--- src/rtl/pipe_mem_pkg.sv ---
// -----------------------------------------------------------------------------
// pipe_mem_pkg
// Shared definitions for the unified-memory arbiter:
//   state_e      - sequencer states (IDLE -> ISSUE -> WAIT -> DONE)
//   SRC_IF/SRC_D - encoding of the granted requester
//   DEF_AW       - default word-address width
//   DEF_MEM_LAT  - default memory read latency (cycles, 1..15)
//   CNT_W        - latency counter width (covers MEM_LAT-1 up to 14)
// -----------------------------------------------------------------------------
package pipe_mem_pkg;

    typedef enum logic [1:0] {
        ST_IDLE  = 2'd0,
        ST_ISSUE = 2'd1,
        ST_WAIT  = 2'd2,
        ST_DONE  = 2'd3
    } state_e;

    localparam logic SRC_IF = 1'b0;
    localparam logic SRC_D  = 1'b1;

    localparam int DEF_AW      = 10;
    localparam int DEF_MEM_LAT = 2;
    localparam int CNT_W       = 4;

endpackage

--- src/rtl/pipe_mem_lat_cnt.sv ---
// -----------------------------------------------------------------------------
// pipe_mem_lat_cnt
// Loadable down-counter that times the memory latency window.
// Ports:
//   clk_i      - clock, rising edge
//   rst_i      - asynchronous reset, active-high (counter clears to 0)
//   load_i     - load load_val_i (has priority over decrement)
//   load_val_i - value to load
//   dec_i      - decrement by one; saturates at zero
//   zero_o     - counter currently equals zero
// -----------------------------------------------------------------------------
module pipe_mem_lat_cnt
    import pipe_mem_pkg::*;
(
    input  logic             clk_i,
    input  logic             rst_i,
    input  logic             load_i,
    input  logic [CNT_W-1:0] load_val_i,
    input  logic             dec_i,
    output logic             zero_o
);

    logic [CNT_W-1:0] cnt_q;

    always_ff @(posedge clk_i or posedge rst_i) begin
        if (rst_i) begin
            cnt_q <= '0;
        end else if (load_i) begin
            cnt_q <= load_val_i;
        end else if (dec_i && (cnt_q != '0)) begin
            cnt_q <= cnt_q - 1'b1;
        end
    end

    assign zero_o = (cnt_q == '0);

endmodule

--- src/rtl/pipe_mem_arbiter.sv ---
// -----------------------------------------------------------------------------
// pipe_mem_arbiter
// Shares one single-port unified memory between the fetch stage and the
// memory stage. Each access runs IDLE -> ISSUE -> WAIT -> DONE; a request
// seen in IDLE at cycle T completes (ready pulse) at T+MEM_LAT+2.
//
// Build option: define PIPE_MEM_ARB_RR_EN for round-robin arbitration on
// simultaneous requests; otherwise data always beats fetch.
//
// Ports:
//   clk_i, rst_i             - clock / asynchronous active-high reset
//   if_req_i, if_addr_i      - fetch request (held until if_ready_o)
//   if_rdata_o, if_ready_o   - fetched word, one-cycle completion pulse
//   d_req_i, d_we_i          - data request (held until d_ready_o), 1=write
//   d_addr_i, d_wdata_i      - data word address / write data
//   d_rdata_o, d_ready_o     - read data, one-cycle completion pulse
//   mem_en_o, mem_we_o       - memory strobe (one cycle per access) / write
//   mem_addr_o, mem_wdata_o  - memory word address / write data
//   mem_rdata_i              - memory read data, valid MEM_LAT after mem_en
//   pipe_stall_o             - some requester is still waiting
// -----------------------------------------------------------------------------
module pipe_mem_arbiter
    import pipe_mem_pkg::*;
#(
    parameter int AW      = DEF_AW,
    parameter int MEM_LAT = DEF_MEM_LAT
) (
    input  logic          clk_i,
    input  logic          rst_i,
    input  logic          if_req_i,
    input  logic [AW-1:0] if_addr_i,
    output logic [31:0]   if_rdata_o,
    output logic          if_ready_o,
    input  logic          d_req_i,
    input  logic          d_we_i,
    input  logic [AW-1:0] d_addr_i,
    input  logic [31:0]   d_wdata_i,
    output logic [31:0]   d_rdata_o,
    output logic          d_ready_o,
    output logic          mem_en_o,
    output logic          mem_we_o,
    output logic [AW-1:0] mem_addr_o,
    output logic [31:0]   mem_wdata_o,
    input  logic [31:0]   mem_rdata_i,
    output logic          pipe_stall_o
);

    // WAIT lasts MEM_LAT cycles: counter starts at MEM_LAT-1 and the capture
    // happens in the cycle where it reads zero.
    localparam logic [CNT_W-1:0] LAT_M1 = CNT_W'(MEM_LAT - 1);

    state_e        state_q;
    logic          src_q;
    logic          mem_en_q;
    logic          mem_we_q;
    logic [AW-1:0] mem_addr_q;
    logic [31:0]   mem_wdata_q;
    logic [31:0]   if_rdata_q;
    logic [31:0]   d_rdata_q;
    logic          if_ready_q;
    logic          d_ready_q;
    logic          grant_d;
    logic          cnt_zero;

`ifdef PIPE_MEM_ARB_RR_EN
    logic last_grant_q;

    // On a tie the side that did not win last time goes first.
    always_comb begin
        grant_d = d_req_i;
        if (d_req_i && if_req_i) begin
            grant_d = (last_grant_q == SRC_IF);
        end
    end

    always_ff @(posedge clk_i or posedge rst_i) begin
        if (rst_i) begin
            last_grant_q <= SRC_IF;
        end else if ((state_q == ST_IDLE) && (if_req_i || d_req_i)) begin
            last_grant_q <= grant_d ? SRC_D : SRC_IF;
        end
    end
`else
    // Data stage always wins a tie.
    assign grant_d = d_req_i;
`endif

    pipe_mem_lat_cnt u_lat_cnt (
        .clk_i      (clk_i),
        .rst_i      (rst_i),
        .load_i     (state_q == ST_ISSUE),
        .load_val_i (LAT_M1),
        .dec_i      (state_q == ST_WAIT),
        .zero_o     (cnt_zero)
    );

    always_ff @(posedge clk_i or posedge rst_i) begin
        if (rst_i) begin
            state_q     <= ST_IDLE;
            src_q       <= SRC_IF;
            mem_en_q    <= 1'b0;
            mem_we_q    <= 1'b0;
            mem_addr_q  <= '0;
            mem_wdata_q <= '0;
            if_rdata_q  <= '0;
            d_rdata_q   <= '0;
            if_ready_q  <= 1'b0;
            d_ready_q   <= 1'b0;
        end else begin
            case (state_q)
                ST_IDLE: begin
                    if (if_req_i || d_req_i) begin
                        // Strobe is raised here so it is high for exactly
                        // the ISSUE cycle.
                        src_q       <= grant_d ? SRC_D : SRC_IF;
                        mem_en_q    <= 1'b1;
                        mem_we_q    <= grant_d & d_we_i;
                        mem_addr_q  <= grant_d ? d_addr_i : if_addr_i;
                        mem_wdata_q <= grant_d ? d_wdata_i : 32'h0;
                        state_q     <= ST_ISSUE;
                    end
                end
                ST_ISSUE: begin
                    mem_en_q <= 1'b0;
                    state_q  <= ST_WAIT;
                end
                ST_WAIT: begin
                    if (cnt_zero) begin
                        if (src_q == SRC_D) begin
                            // A write leaves the last read value in place.
                            if (!mem_we_q) begin
                                d_rdata_q <= mem_rdata_i;
                            end
                            d_ready_q <= 1'b1;
                        end else begin
                            if_rdata_q <= mem_rdata_i;
                            if_ready_q <= 1'b1;
                        end
                        state_q <= ST_DONE;
                    end
                end
                ST_DONE: begin
                    // Requester still holds req this cycle, so no grant here.
                    if_ready_q <= 1'b0;
                    d_ready_q  <= 1'b0;
                    state_q    <= ST_IDLE;
                end
                default: state_q <= ST_IDLE;
            endcase
        end
    end

    assign if_rdata_o   = if_rdata_q;
    assign if_ready_o   = if_ready_q;
    assign d_rdata_o    = d_rdata_q;
    assign d_ready_o    = d_ready_q;
    assign mem_en_o     = mem_en_q;
    assign mem_we_o     = mem_we_q;
    assign mem_addr_o   = mem_addr_q;
    assign mem_wdata_o  = mem_wdata_q;
    assign pipe_stall_o = (if_req_i & ~if_ready_q) | (d_req_i & ~d_ready_q);

endmodule

--- config.mk ---
export PLATFORM = sky130hd
export DESIGN_NAME = pipe_mem_arbiter
export DESIGN_NICKNAME = d
export VERILOG_FILES = /design/src/rtl/pipe_mem_pkg.sv /design/src/rtl/pipe_mem_lat_cnt.sv /design/src/rtl/pipe_mem_arbiter.sv
export SDC_FILE = /design/constraint.sdc
export NUM_CORES = 1
export LEC_CHECK = 0
export BUFFER_PORTS_ARGS = -buffer_cell sky130_fd_sc_hd__buf_4
export CORE_ASPECT_RATIO = 1.2
export CORE_UTILIZATION = 50
export DETAILED_ROUTE_END_ITERATION = 10
export PLACE_DENSITY = 0.94
export RECOVER_POWER = 25
export SYNTH_ARGS = -nofsm -noshare
export SYNTH_HDL_FRONTEND = slang
export SYNTH_SLANG_ARGS = --single-unit
--- constraint.sdc ---
create_clock -name clk_i -period 5.3 [get_ports clk_i]
set_input_delay 0.53 -clock clk_i [delete_from_list [all_inputs] [get_ports clk_i]]
set_output_delay 0.53 -clock clk_i [all_outputs]
set_load 0.05 [all_outputs]
==> flow_metrics.py <==
metrics = {
    "status": {
        "status": "finished with violations",
        "violations": "max-capacitance violations, max-slew violations",
    },
    "critical_path": {
        "critical_path.top_delay_family": "buffers and inverters",
        "r2r-end": "if_rdata_o[1]$_DFFE_PP0P_",
        "worstReg2RegStart": "u_lat_cnt.cnt_q[0]$_DFFE_PP0P_",
        "startpoint_type": "input port",
        "crit_path_max_incr_delay_ps": 1370,
        "slowest_stage": "clkinvlp_2",
        "arrival_ps": 3340,
        "cp_cell_sequence": "clkbuf_4 -> clkinvlp_2 -> clkbuf_2",
        "crit_required_ps": 5650,
        "ff2ff_path_depth": 6,
        "critPathCaptureType": "asynchronous set/reset pin",
        "worstPathMaxFanout": 60,
        "critPathBufInv": 3,
        "crit_type": "input port to asynchronous set/reset pin",
        "r2r_slack_ps": 2990,
    },
    "clock_network": {
        "path_clk_slew_ps": 60,
        "cts_buffers": 17,
        "post-cts-setup-buffers": 0,
        "cts_root_buf": "clkbuf_8",
        "insertion_delay_ps": 500,
        "htreeDepth": 4,
        "clk_path_buf_depth": 2,
        "cts_resized": 0,
        "hold_buffers": 0,
        "clock_sinks": 117,
        "cts_tree": "built",
    },
    "logic_synthesis": {
        "synth_commonest_cells": "117 x dfrtp_1, 80 x nand2_1, 63 x mux2_2",
        "ys_seq_area_frac": 0.620,
        "yosysTopAreaCell": "dfrtp_1",
        "synthTopCellsByArea": "dfrtp_1 62%, mux2_2 15%, nand2_1 6.4%",
        "synth-seq-cells": 117,
        "synth_nets": 480,
        "synthCells": 385,
        "synth_area_um2": 4720,
        "synth_cell_types": 29,
        "ys_warn_count": 0,
        "avgSynthCellArea_um2": 12.3,
        "async_flop_share": 1.00,
        "synth.most_common_cell": "dfrtp_1",
        "synth_flop_cell": "dfrtp_1",
        "synth_top_area_share": 0.620,
        "synth_edf_count": 0,
    },
    "timing": {
        "drv_slew": 59,
        "min_period_over_period": 0.563,
        "clock_skew_ps": 7.60,
        "worstMarginPinSlew_ps": 2410,
        "slew_headroom": -0.618,
        "setup_viol": 0,
        "setup_tns_ps": 0,
        "min_period_ps": 2990,
        "fmax_mhz": 335,
        "rsz0062_at_grt": "no",
        "hold_viol": 0,
    },
    "final_layout": {
        "drive_above_1_share": 0.503,
        "fin_nets": 678,
        "fin_util": 0.756,
        "area_growth_pct": 46.1,
        "n_antenna_cell": 0,
    },
    "hold_path": {
        "hp-class": "input port to flip-flop",
        "hold_end": "mem_wdata_o[29]$_DFFE_PP0P_",
        "hold_depth": 3,
        "min_from": "d_wdata_i[29]",
    },
    "die": {
        "rows": 38,
        "io_pins": 200,
        "core_area_um2": 9130,
        "initial_core_util": 0.517,
        "fp.dieH_um": 108,
        "dieArea_um2": 9840,
        "die_w_um": 90.7,
    },
    "place": {
        "dp_hpwl_um": 8050,
        "port_buffers": 199,
        "gp_congestion": 0.739,
    },
    "route": {
        "dr_wl_met3_um": 915,
        "postRouteAntennaNets": 0,
        "routed_wl_um": 11600,
        "vias": 3685,
        "highest_layer": "met4",
        "wl_met2_um": 6030,
        "viasPerCell": 5.15,
        "drt_iter0_drc": 134,
        "wl_per_cell_um": 16.2,
        "drt-pass1-iter-count": 4,
        "wl_met1_um": 4330,
        "drc": 0,
    },
    "grt": {
        "grt_pass1_wl_um": 18400,
        "grt-ovfl-total": 0,
        "grt_max_degree": 61,
        "grt_usage": 0.245,
        "first_global_vias": 3882,
        "antenna_found_initial": 0,
    },
    "run": {
        "drv_cap": 1,
    },
}
==> layout by cell type (no fill, tap or decap), types with 2 or more instances in the layout <==
cell,count
a21oi_1,2
a32o_1,2
buf_4,201
bufinv_16,4
clkbuf_16,16
clkbuf_8,4
clkinv_2,5
dfrtp_1,117
ha_1,6
inv_1,7
mux2_1,3
mux2_2,63
mux2i_1,11
nand2_1,80
nand3_1,36
nor2_1,4
nor2b_1,2
nor3b_1,2
o21ai_0,12
or3_1,2
==> cell type report <==
class / instances / area [um2]
fillers: 565 / 2230
flip-flops and latches: 117 / 2930
repair buffers: 203 / 1520
clock inverters: 10 / 153
clock buffers: 21 / 459
multi-input cells: 236 / 1660
well taps: 120 / 150
inverters: 8 / 31.3
==> per-stage QoR <==
stage / instances / instance area, um2 / setup WS (ps) / hold WS, ps
final: 715 / 6900 / 2310 / 252
after floorplan: 385 / 4720 / 1670 / 517
after global placement: 684 / 6290 / 3030 / 452
after detailed placement: 684 / 6290 / 2990 / 459
after CTS: 715 / 6900 / 2990 / 148
after global routing: 715 / 6900 / 1720 / 233
==> sequential cells by signal (all words and copies together) (netlist names) <==
signal           flops
src_q                1
if_ready_o           1
d_rdata_o           32
mem_en_o             1
mem_addr_o          10
if_rdata_o          32
state_q              2
u_lat_cnt.cnt_q      4
mem_wdata_o         32
mem_we_o             1
d_ready_o            1
==> worst max path at each step <==
stage / startpoint / end / slack [ps] / cells after the start
after detailed placement: d_req_i / mem_addr_o[2]$_DFFE_PP0P_ / 2990 / 3
after global placement: d_req_i / mem_en_o$_DFFE_PP0P_ / 3030 / 4
after global routing: rst_i / mem_wdata_o[23]$_DFFE_PP0P_ / 1720 / 3
final: rst_i / mem_wdata_o[23]$_DFFE_PP0P_ / 2310 / 3
after CTS: u_lat_cnt.cnt_q[0]$_DFFE_PP0P_ / if_rdata_o[24]$_DFFE_PP0P_ / 2990 / 6
after floorplan: rst_i / d_rdata_o[0]$_DFFE_PP0P_ / 1670 / 1
==> routing by layer <==
metal / global-route usage / up-vias
li1: - / 1694
met1: 0.267 / 1775
met2: 0.434 / 186
met3: 0.0724 / 30
met4: 0.123 / 0
met5: 0 / -
==> worst register-to-register path, delay by kind of cell (launching register included) <==
kind	cells	cell delay, ps
adder cells (fa/ha/maj)	1	170
flip-flops	1	390
buffers and inverters	2	520
multiplexers	1	410
AND/OR/NAND/NOR	2	710
==> cells by family (layout without fill, tap and decap cells) <==
| kind of cell | count (synthesis) | count (layout) | share of synthesized area |
|---|---|---|---|
| adder cells (fa/ha/maj) | 6 | 6 | 0.0159 |
| AND/OR/NAND/NOR | 131 | 131 | 0.124 |
| buffers and inverters | 32 | 242 | 0.0315 |
| AO/OA/AOI/OAI | 22 | 22 | 0.0281 |
| multiplexers | 77 | 77 | 0.181 |
| flip-flops | 117 | 117 | 0.620 |
Power is left out: the tool's default activity adds up to more than one toggle a clock period on the data nets, which glitch-free logic cannot reach.
